### config.mk
export PLATFORM = sky130hd
export DESIGN_NAME = regfile_port_arbiter
export DESIGN_NICKNAME = d
export VERILOG_FILES = /design/src/rtl/regfile_port_arbiter.sv
export SDC_FILE = /design/constraint.sdc
export NUM_CORES = 1
export LEC_CHECK = 0
export ABC_AREA = 1
export BUFFER_PORTS_ARGS = -buffer_cell sky130_fd_sc_hd__buf_4
export CELL_PAD_IN_SITES_DETAIL_PLACEMENT = 0
export CELL_PAD_IN_SITES_GLOBAL_PLACEMENT = 1
export CORE_ASPECT_RATIO = 0.7
export CORE_MARGIN = 10
export CORE_UTILIZATION = 23
export CTS_BUF_LIST = sky130_fd_sc_hd__clkbuf_4 sky130_fd_sc_hd__clkbuf_8
export DETAILED_ROUTE_END_ITERATION = 8
export GPL_ROUTABILITY_DRIVEN = 0
export PLACE_DENSITY_LB_ADDON = 0.1
export REMOVE_ABC_BUFFERS = 1
export SYNTH_ARGS = -nofsm -noshare
export SYNTH_HDL_FRONTEND = slang
export SYNTH_SLANG_ARGS = --single-unit
### constraint.sdc
create_clock -name clk -period 1.7 [get_ports clk]
set_clock_uncertainty 0.1 [all_clocks]
set_input_delay 0.17 -clock clk [delete_from_list [all_inputs] [get_ports clk]]
set_output_delay 0.17 -clock clk [all_outputs]
set_load 0.03 [all_outputs]
### src/rtl/regfile_port_arbiter.sv
// regfile_port_arbiter: round-robin sharing of one regfile read and write port among NREQ requesters,
// with a zero-fill sequencer that runs after reset before any request is granted.
module regfile_port_arbiter #(
  parameter int N = 16,
  parameter int WIDTH = 32,
  parameter int NREQ = 2,
  localparam int AW = (N > 1) ? $clog2(N) : 1
) (
  input  logic                 clk,
  input  logic                 rst_n,
  input  logic [NREQ-1:0]      rd_valid,
  input  logic [NREQ*AW-1:0]   rd_addr,
  output logic [NREQ-1:0]      rd_ready,
  output logic [NREQ-1:0]      rsp_valid,
  output logic [WIDTH-1:0]     rsp_data,
  input  logic [NREQ-1:0]      wr_valid,
  input  logic [NREQ*AW-1:0]   wr_addr,
  input  logic [NREQ*WIDTH-1:0] wr_data,
  output logic [NREQ-1:0]      wr_ready,
  output logic                 init_done,
  output logic [AW-1:0]        R_addr,
  output logic                 R_en,
  input  logic [WIDTH-1:0]     R_data,
  output logic [AW-1:0]        W_addr,
  output logic                 W_en,
  output logic [WIDTH-1:0]     W_data
);
  localparam int PW = $clog2(NREQ);
  typedef enum logic {INIT, RUN} state_t;
  state_t state_q, state_d;
  logic [AW-1:0] init_cnt_q, init_cnt_d;
  logic [PW-1:0] rd_ptr_q, rd_ptr_d, wr_ptr_q, wr_ptr_d;
  logic [NREQ-1:0] rsp_valid_q, rsp_valid_d;
  logic [WIDTH-1:0] rsp_data_q, rsp_data_d;
  logic init_done_q, init_done_d;
  logic [PW:0] rd_pick, wr_pick;
  logic [PW-1:0] rd_win, wr_win;
  logic run, rd_any, wr_any;

  // Returns {found, index}; the lowest offset from the pointer wins.
  function automatic logic [PW:0] rr_pick(input logic [NREQ-1:0] v, input logic [PW-1:0] p);
    logic [PW:0] r;
    int j;
    r = '0;
    for (int k = NREQ - 1; k >= 0; k--) begin
      j = int'(p) + k;
      if (j >= NREQ) j -= NREQ;
      if (v[j]) r = {1'b1, PW'(j)};
    end
    return r;
  endfunction

  function automatic logic [PW-1:0] nxt(input logic [PW-1:0] w);
    return (w == PW'(NREQ - 1)) ? '0 : w + PW'(1);
  endfunction

  assign run = state_q == RUN;
  assign rd_pick = rr_pick(rd_valid, rd_ptr_q);
  assign wr_pick = rr_pick(wr_valid, wr_ptr_q);
  assign rd_any = run & rd_pick[PW];
  assign wr_any = run & wr_pick[PW];
  assign rd_win = rd_pick[PW-1:0];
  assign wr_win = wr_pick[PW-1:0];
  assign rd_ready = rd_any ? NREQ'(1) << rd_win : '0;
  assign wr_ready = wr_any ? NREQ'(1) << wr_win : '0;
  assign R_en = rd_any;
  assign R_addr = rd_any ? rd_addr[int'(rd_win)*AW +: AW] : '0;
  assign W_en = !run | wr_any;
  assign W_addr = !run ? init_cnt_q : wr_any ? wr_addr[int'(wr_win)*AW +: AW] : '0;
  assign W_data = wr_any ? wr_data[int'(wr_win)*WIDTH +: WIDTH] : '0;
  assign rsp_valid = rsp_valid_q;
  assign rsp_data = rsp_data_q;
  assign init_done = init_done_q;

  always_comb begin
    state_d = state_q;
    init_cnt_d = init_cnt_q;
    init_done_d = init_done_q;
    rd_ptr_d = rd_ptr_q;
    wr_ptr_d = wr_ptr_q;
    rsp_valid_d = '0;
    rsp_data_d = rsp_data_q;
    if (!run) begin
      init_cnt_d = init_cnt_q + AW'(1);
      if (init_cnt_q == AW'(N - 1)) begin
        state_d = RUN;
        init_done_d = 1'b1;
        init_cnt_d = '0;
      end
    end
    if (rd_any) begin
      rd_ptr_d = nxt(rd_win);
      rsp_valid_d = rd_ready;
      rsp_data_d = R_data;
    end
    if (wr_any) wr_ptr_d = nxt(wr_win);
  end

  always_ff @(posedge clk)
    if (!rst_n) begin
      state_q <= INIT;
      init_cnt_q <= '0;
      init_done_q <= 1'b0;
      rd_ptr_q <= '0;
      wr_ptr_q <= '0;
      rsp_valid_q <= '0;
      rsp_data_q <= '0;
    end else begin
      state_q <= state_d;
      init_cnt_q <= init_cnt_d;
      init_done_q <= init_done_d;
      rd_ptr_q <= rd_ptr_d;
      wr_ptr_q <= wr_ptr_d;
      rsp_valid_q <= rsp_valid_d;
      rsp_data_q <= rsp_data_d;
    end
endmodule

Yosys cells after proc, flatten, opt, wreduce, memory -nomap -nowiden. Cells that the tools add are included.

Word-level logic and storage cells: 68. Input port bits: 118. Register bits: 42.

Multiplexer cells: 31. Reductions and logical operators: 3. Bitwise gates (word level): 4. Equal/unequal tests: 1. Shifts and indexed selects: 5. Magnitude comparators: 8. Add/subtract/negate cells: 9.

Operators with widths (number): $mux W32 (5); $lt A32 B3 Y1 const B (4); $shiftx A64 B7 Y32 (1); $mux W1 (16); $mux W4 (4); $shiftx A8 B4 Y4 (2); $mux W2 (6); $sub A1 B2 Y3 const B (2); $sub A2 B2 Y3 const B (2); $add A1 B1 Y2 const B (2); $add A4 B1 Y4 const B (1); $eq A4 B4 Y1 const B (1); $ge A1 B2 Y1 const B (2); $ge A2 B2 Y1 const B (2); $reduce_and A2 Y1 (2); $shl A1 B1 Y2 const A (2); $add A1 B1 Y1 const B (2); $and A1 B1 Y1 (2); $logic_not A1 Y1 (1); $not A1 Y1 (1); $or A1 B1 Y1 (1).

Logic depth before layout (Yosys ltp).
Word-level depth: 11. Gate-level depth with buffers: 8.

Least setup slack after synthesis. No wires, ideal clock.

Path kind: reg2out. Start: register state_q (netlist: run). End: output R_addr[0]. Arrival: 1.460 ns. Cell stages (with the launch flop): 5. Buffers on the path: 0. Path slack: -0.030 ns. Path through: dfxtp_1 > o21ai_1 > nor2_1 > nand2_1 > nand2_1.

Cells in the longest elaborated chain, start to end: 2.

RTL lines: from (decl) (line 30) `state_t state_q, state_d;`; from (signal assigned) (line 109) `state_q <= state_d;`; $and A1 B1 Y1 (line 60) `assign rd_any = run & rd_pick[PW];`; $mux W4 (line 67) `assign R_addr = rd_any ? rd_addr[int'(rd_win)*AW +: AW] : '0;`; to (decl) (line 21) `output logic [AW-1:0] R_addr,`.

Every way passes these cells.

Final worst setup path.
Start: register wr_ptr_q. End: output W_data[31].

Cells in the longest elaborated chain, start to end: 10. Elaborated cells between the ends (all ways): 18.

RTL lines: from (decl) (line 32) `logic [PW-1:0] rd_ptr_q, rd_ptr_d, wr_ptr_q, wr_ptr_d;`; from (signal assigned) (line 113) `wr_ptr_q <= wr_ptr_d;`; $add A1 B1 Y2 (line 46) `j = int'(p) + k;`; $sub A2 B2 Y3 or $ge A2 B2 Y1 (tied branches) (line 47) `if (j >= NREQ) j -= NREQ;`; $mux W32 (line 47); $mux W1 (not written as such) (3 in a row) (line 48) `if (v[j]) r = {1'b1, PW'(j)};`; $mux W2 (line 48); $mux W2 * (line 48); $shiftx A64 B7 Y32 or $and A1 B1 Y1 (tied branches) (line 70, 61); $mux W32 * (line 70) `assign W_data = wr_any ? wr_data[int'(wr_win)*WIDTH +: WIDTH] : '0;`; to (decl) (line 26) `output logic [WIDTH-1:0] W_data`.

Every way passes the cells marked *; elsewhere a longest branch is shown, timed or not. The select of a mux whose other input is x is not followed.

==> summary.txt <==
STA
  – Unrepaired setup endpoints after global routing: yes
  – Post-route minimum period: 1750 ps
  – Number of setup violations in the final report: 29
  – Slew at the pin closest to its max-slew limit: 343 ps
  – Max_slew headroom: 77.1%
  – Worst setup margin: -47.8 ps
  – Fin. Hold Viols: 0
  – Share of the clock period used by the worst path after layout: 103%
  – Number of max-slew violations in the final report: 0
  – Fmax: 0.572 GHz

Run status
  – Outcome: finished, violations left
  – Failing checks: negative setup slack

Clock tree
  – Num CTS Buffers: 5
  – Total number of clock tree sinks: 42
  – Clock Tree Buf Depth: 2
  – Clock root buffer master: clkbuf_8
  – CTS tree: done
  – Number of levels in the clock H-tree: 2
  – Clock input transition at the sequential cells of the worst setup and hold paths: 80 ps
  – Latest clock arrival within the worst-skew pair: 300 ps

Cells and area
  – Antenna cells: 0
  – Post-Layout Inst Area: 4720 um^2
  – Synth-to-layout area growth: 127%
  – # nets final: 696
  – Share of layout cells above drive strength 1: 51.6%

Floorplan
  – Total I/O pin count: 199
  – Die area: 13300 um^2
  – Width of the chip: 134 um
  – Core footprint: 8650 um^2
  – Overall die height: 99.6 um
  – Rows: 28
  – Starting Density: 24.1%

Synth
  – Synth Cell Area: 2080 um^2
  – Area share of xor/xnor cells in the synthesized design: 0%
  – Post-synth top area share: 40.4%
  – Most frequent cell after synthesis: nand2_1
  – Synth Area in Simple Gates: 50.2%
  – Gate count of the mapped netlist: 337
  – Number of distinct library cells after synthesis: 22
  – Post-synthesis sequential element count: 42
  – EDFF count, synth: 0
  – Mean cell area of the mapped netlist: 6.18 um^2
  – Cell type contributing the most total cell area after synthesis: dfxtp_1
  – Share of async-settable or async-resettable flops after synthesis: 0%
  – Most used flip-flop cell after synthesis: dfxtp_1
  – Adder-cell area share of the yosys netlist: 0.601%
  – Sequential cell area fraction in the yosys report: 40.4%
  – Proportion of synthesized area in mux cells: 0%
  – Largest cells by area after synthesis: dfxtp_1, nand2_1, nand3_1
  – Dominant combinational cell family by area after synthesis: simple AND/OR/NAND/NOR gates
  – Most numerous cell types in the synthesized netlist: nand2_1, dfxtp_1, nand3_1, nor2_1, inv_1
  – Warnings, synthesis: 0
  – Compound-cell area share of the yosys netlist: 1.92%

Place
  – Post-placement cell area: 3710 um^2
  – Dpl hpwl: 8070 um
  – Count of port buffers added during placement: 198

Global routing
  – Antenna violations before repair: 0
  – GRT Overall Usage: 15.3%
  – Vias in the first global route: 3011
  – Largest net degree at the start of global routing: 34
  – Grt total ovfl: 0
  – Global-route wire length before repair: 16500 um

Worst setup path
  – Worst-path maximum fanout: 8
  – Kind of start point of the critical path: register
  – Crit Path Category: reg -> out
  – Endpoint arrival time on the critical path: 1480 ps
  – R2r worst-path depth: 7
  – CP Launch Point: wr_ptr_q$_SDFFE_PN0P_
  – Worst reg2reg path endpoint: rsp_data[25]$_SDFFE_PN0P_
  – Worst R2R Start: run$_SDFF_PN0_
  – Category of the worst setup path capture point: primary output
  – Capturing instance or port of the critical path: W_data[31]
  – Register-to-register setup slack: 320 ps
  – Worst endpoint required time: 1430 ps

Power and ir drop
  – Total power: 2.18 mW
  – Cell area power density: 461 nW/um^2
  – Leakage Power: 2.53 nW
  – Worst IR drop on VDD: 396 uV

Route
  – Remaining antenna violation count after routing: 0
  – Via-to-Cell Ratio: 4.32
  – Detailed Routing Iterations Pass 1: 4
  – Total Routed Length: 11300 um
  – Total DRC errors in the routed layout: 0
  – Routed length per placed instance: 16.2 um
  – DR vias: 3015
  – Initial detailed-routing violation count: 89

Worst hold path
  – Min-delay worst type: in -> reg
  – Hold path startpoint: rd_valid[1]
  – Worst hold path cell count: 3

Flow run
  – Max-cap violation count: 0
metrics by stage:
step	hold slack [ps]	util, %	cells	TNS (ps)	setup slack, ps
after CTS	74.8	52.2	695	-1850	-73.7
final	98.8	54.6	698	-680	-47.8
after global placement	257	42.9	645	0	187
after floorplan	173	-	320	-13700	-693
after detailed placement	259	42.9	645	0	172
after global routing	121	54.6	698	-3750	-129
worst min path at each step:
stage / endpoint
after CTS: rsp_valid[1]$_SDFF_PN0_
after floorplan: rsp_data[0]$_SDFFE_PN0P_
final: rsp_valid[1]$_SDFF_PN0_
after global placement: rsp_data[16]$_SDFFE_PN0P_
after global routing: rsp_data[27]$_SDFFE_PN0P_
after detailed placement: rsp_data[26]$_SDFFE_PN0P_
report_power, final:
| part | total (mW) | internal [mW] | switching (mW) |
|---|---|---|---|
| registers | 0.996 | 0.989 | 0.00714 |
| logic | 0.370 | 0.245 | 0.125 |
| clock network | 0.810 | 0.455 | 0.356 |
| total | 2.18 | 1.69 | 0.487 |
logic make-up (layout without fill, tap and decap cells):
group / count (synthesis) / after routing
compound gates: 8 / 8
fa+ha+maj: 1 / 1
buf+inv: 28 / 269
flops: 42 / 42
simple gates: 258 / 258
sequential cells by signal, summed over array words and instances (netlist names):
signal and cells:
init_done 1, run 1, wr_ptr_q 1, rsp_data 32
rd_ptr_q 1, rsp_valid 2, init_cnt_q 4
layout make-up:
cell class                      count  area [um^2]
Fill cell                         848         3930
Timing Repair Buffer              250         2250
Multi-Input combinational cell    267         1320
Sequential cell                    42          843
Tap cell                          120          150
Clock buffer                        6         76.3
Inverter                           11         48.8
Clock inverter                      2         37.5
critical path: stages (launching register included):
cell	delay (ps)
dfxtp_2	340
inv_2	40
nand2_4	60
nand2_4	70
nor2_4	110
buf_12	150
clkbuf_16	170
nand2_2	60
nand2_2	60
buf_6	130
per-layer routing:
layer | GRT usage (%) | vias to the layer above | wire [um]
li1 | - | 1531 | -
met1 | 16.7 | 1377 | 4440
met2 | 27.2 | 101 | 5750
met3 | 6.78 | 6 | 1030
met4 | 2.34 | 0 | 68
met5 | 0 | - | 0
timing repair:
item | CTS | global route
gates resized for setup | 58 | 61
buffers inserted | 6 | 3
hold buffers | 32 | 0
hold endpoints to repair | 32 | 0
pin swaps | 3 | 34
gates cloned | 4 | 2
setup endpoints to repair | 38 | 43
layout by cell type, fill, tap and decap left out, types with 2 or more instances in the layout:
| master | n |
|---|---|
| nor2_1 | 9 |
| inv_1 | 7 |
| dfxtp_2 | 2 |
| buf_16 | 3 |
| nand3_1 | 39 |
| buf_4 | 173 |
| nand2_2 | 49 |
| nand2_4 | 11 |
| nand2_1 | 139 |
| clkbuf_16 | 2 |
| buf_12 | 5 |
| dfxtp_1 | 40 |
| buf_6 | 35 |
| dlygate4sd3_1 | 32 |
| nor2_2 | 2 |
| o21ai_0 | 3 |
| a21oi_1 | 4 |
| nor2_4 | 3 |
| nand4_1 | 2 |
| clkbuf_8 | 5 |
| nor3_1 | 2 |
| inv_2 | 2 |
No activity file was read; power rests on OpenSTA's default activity.
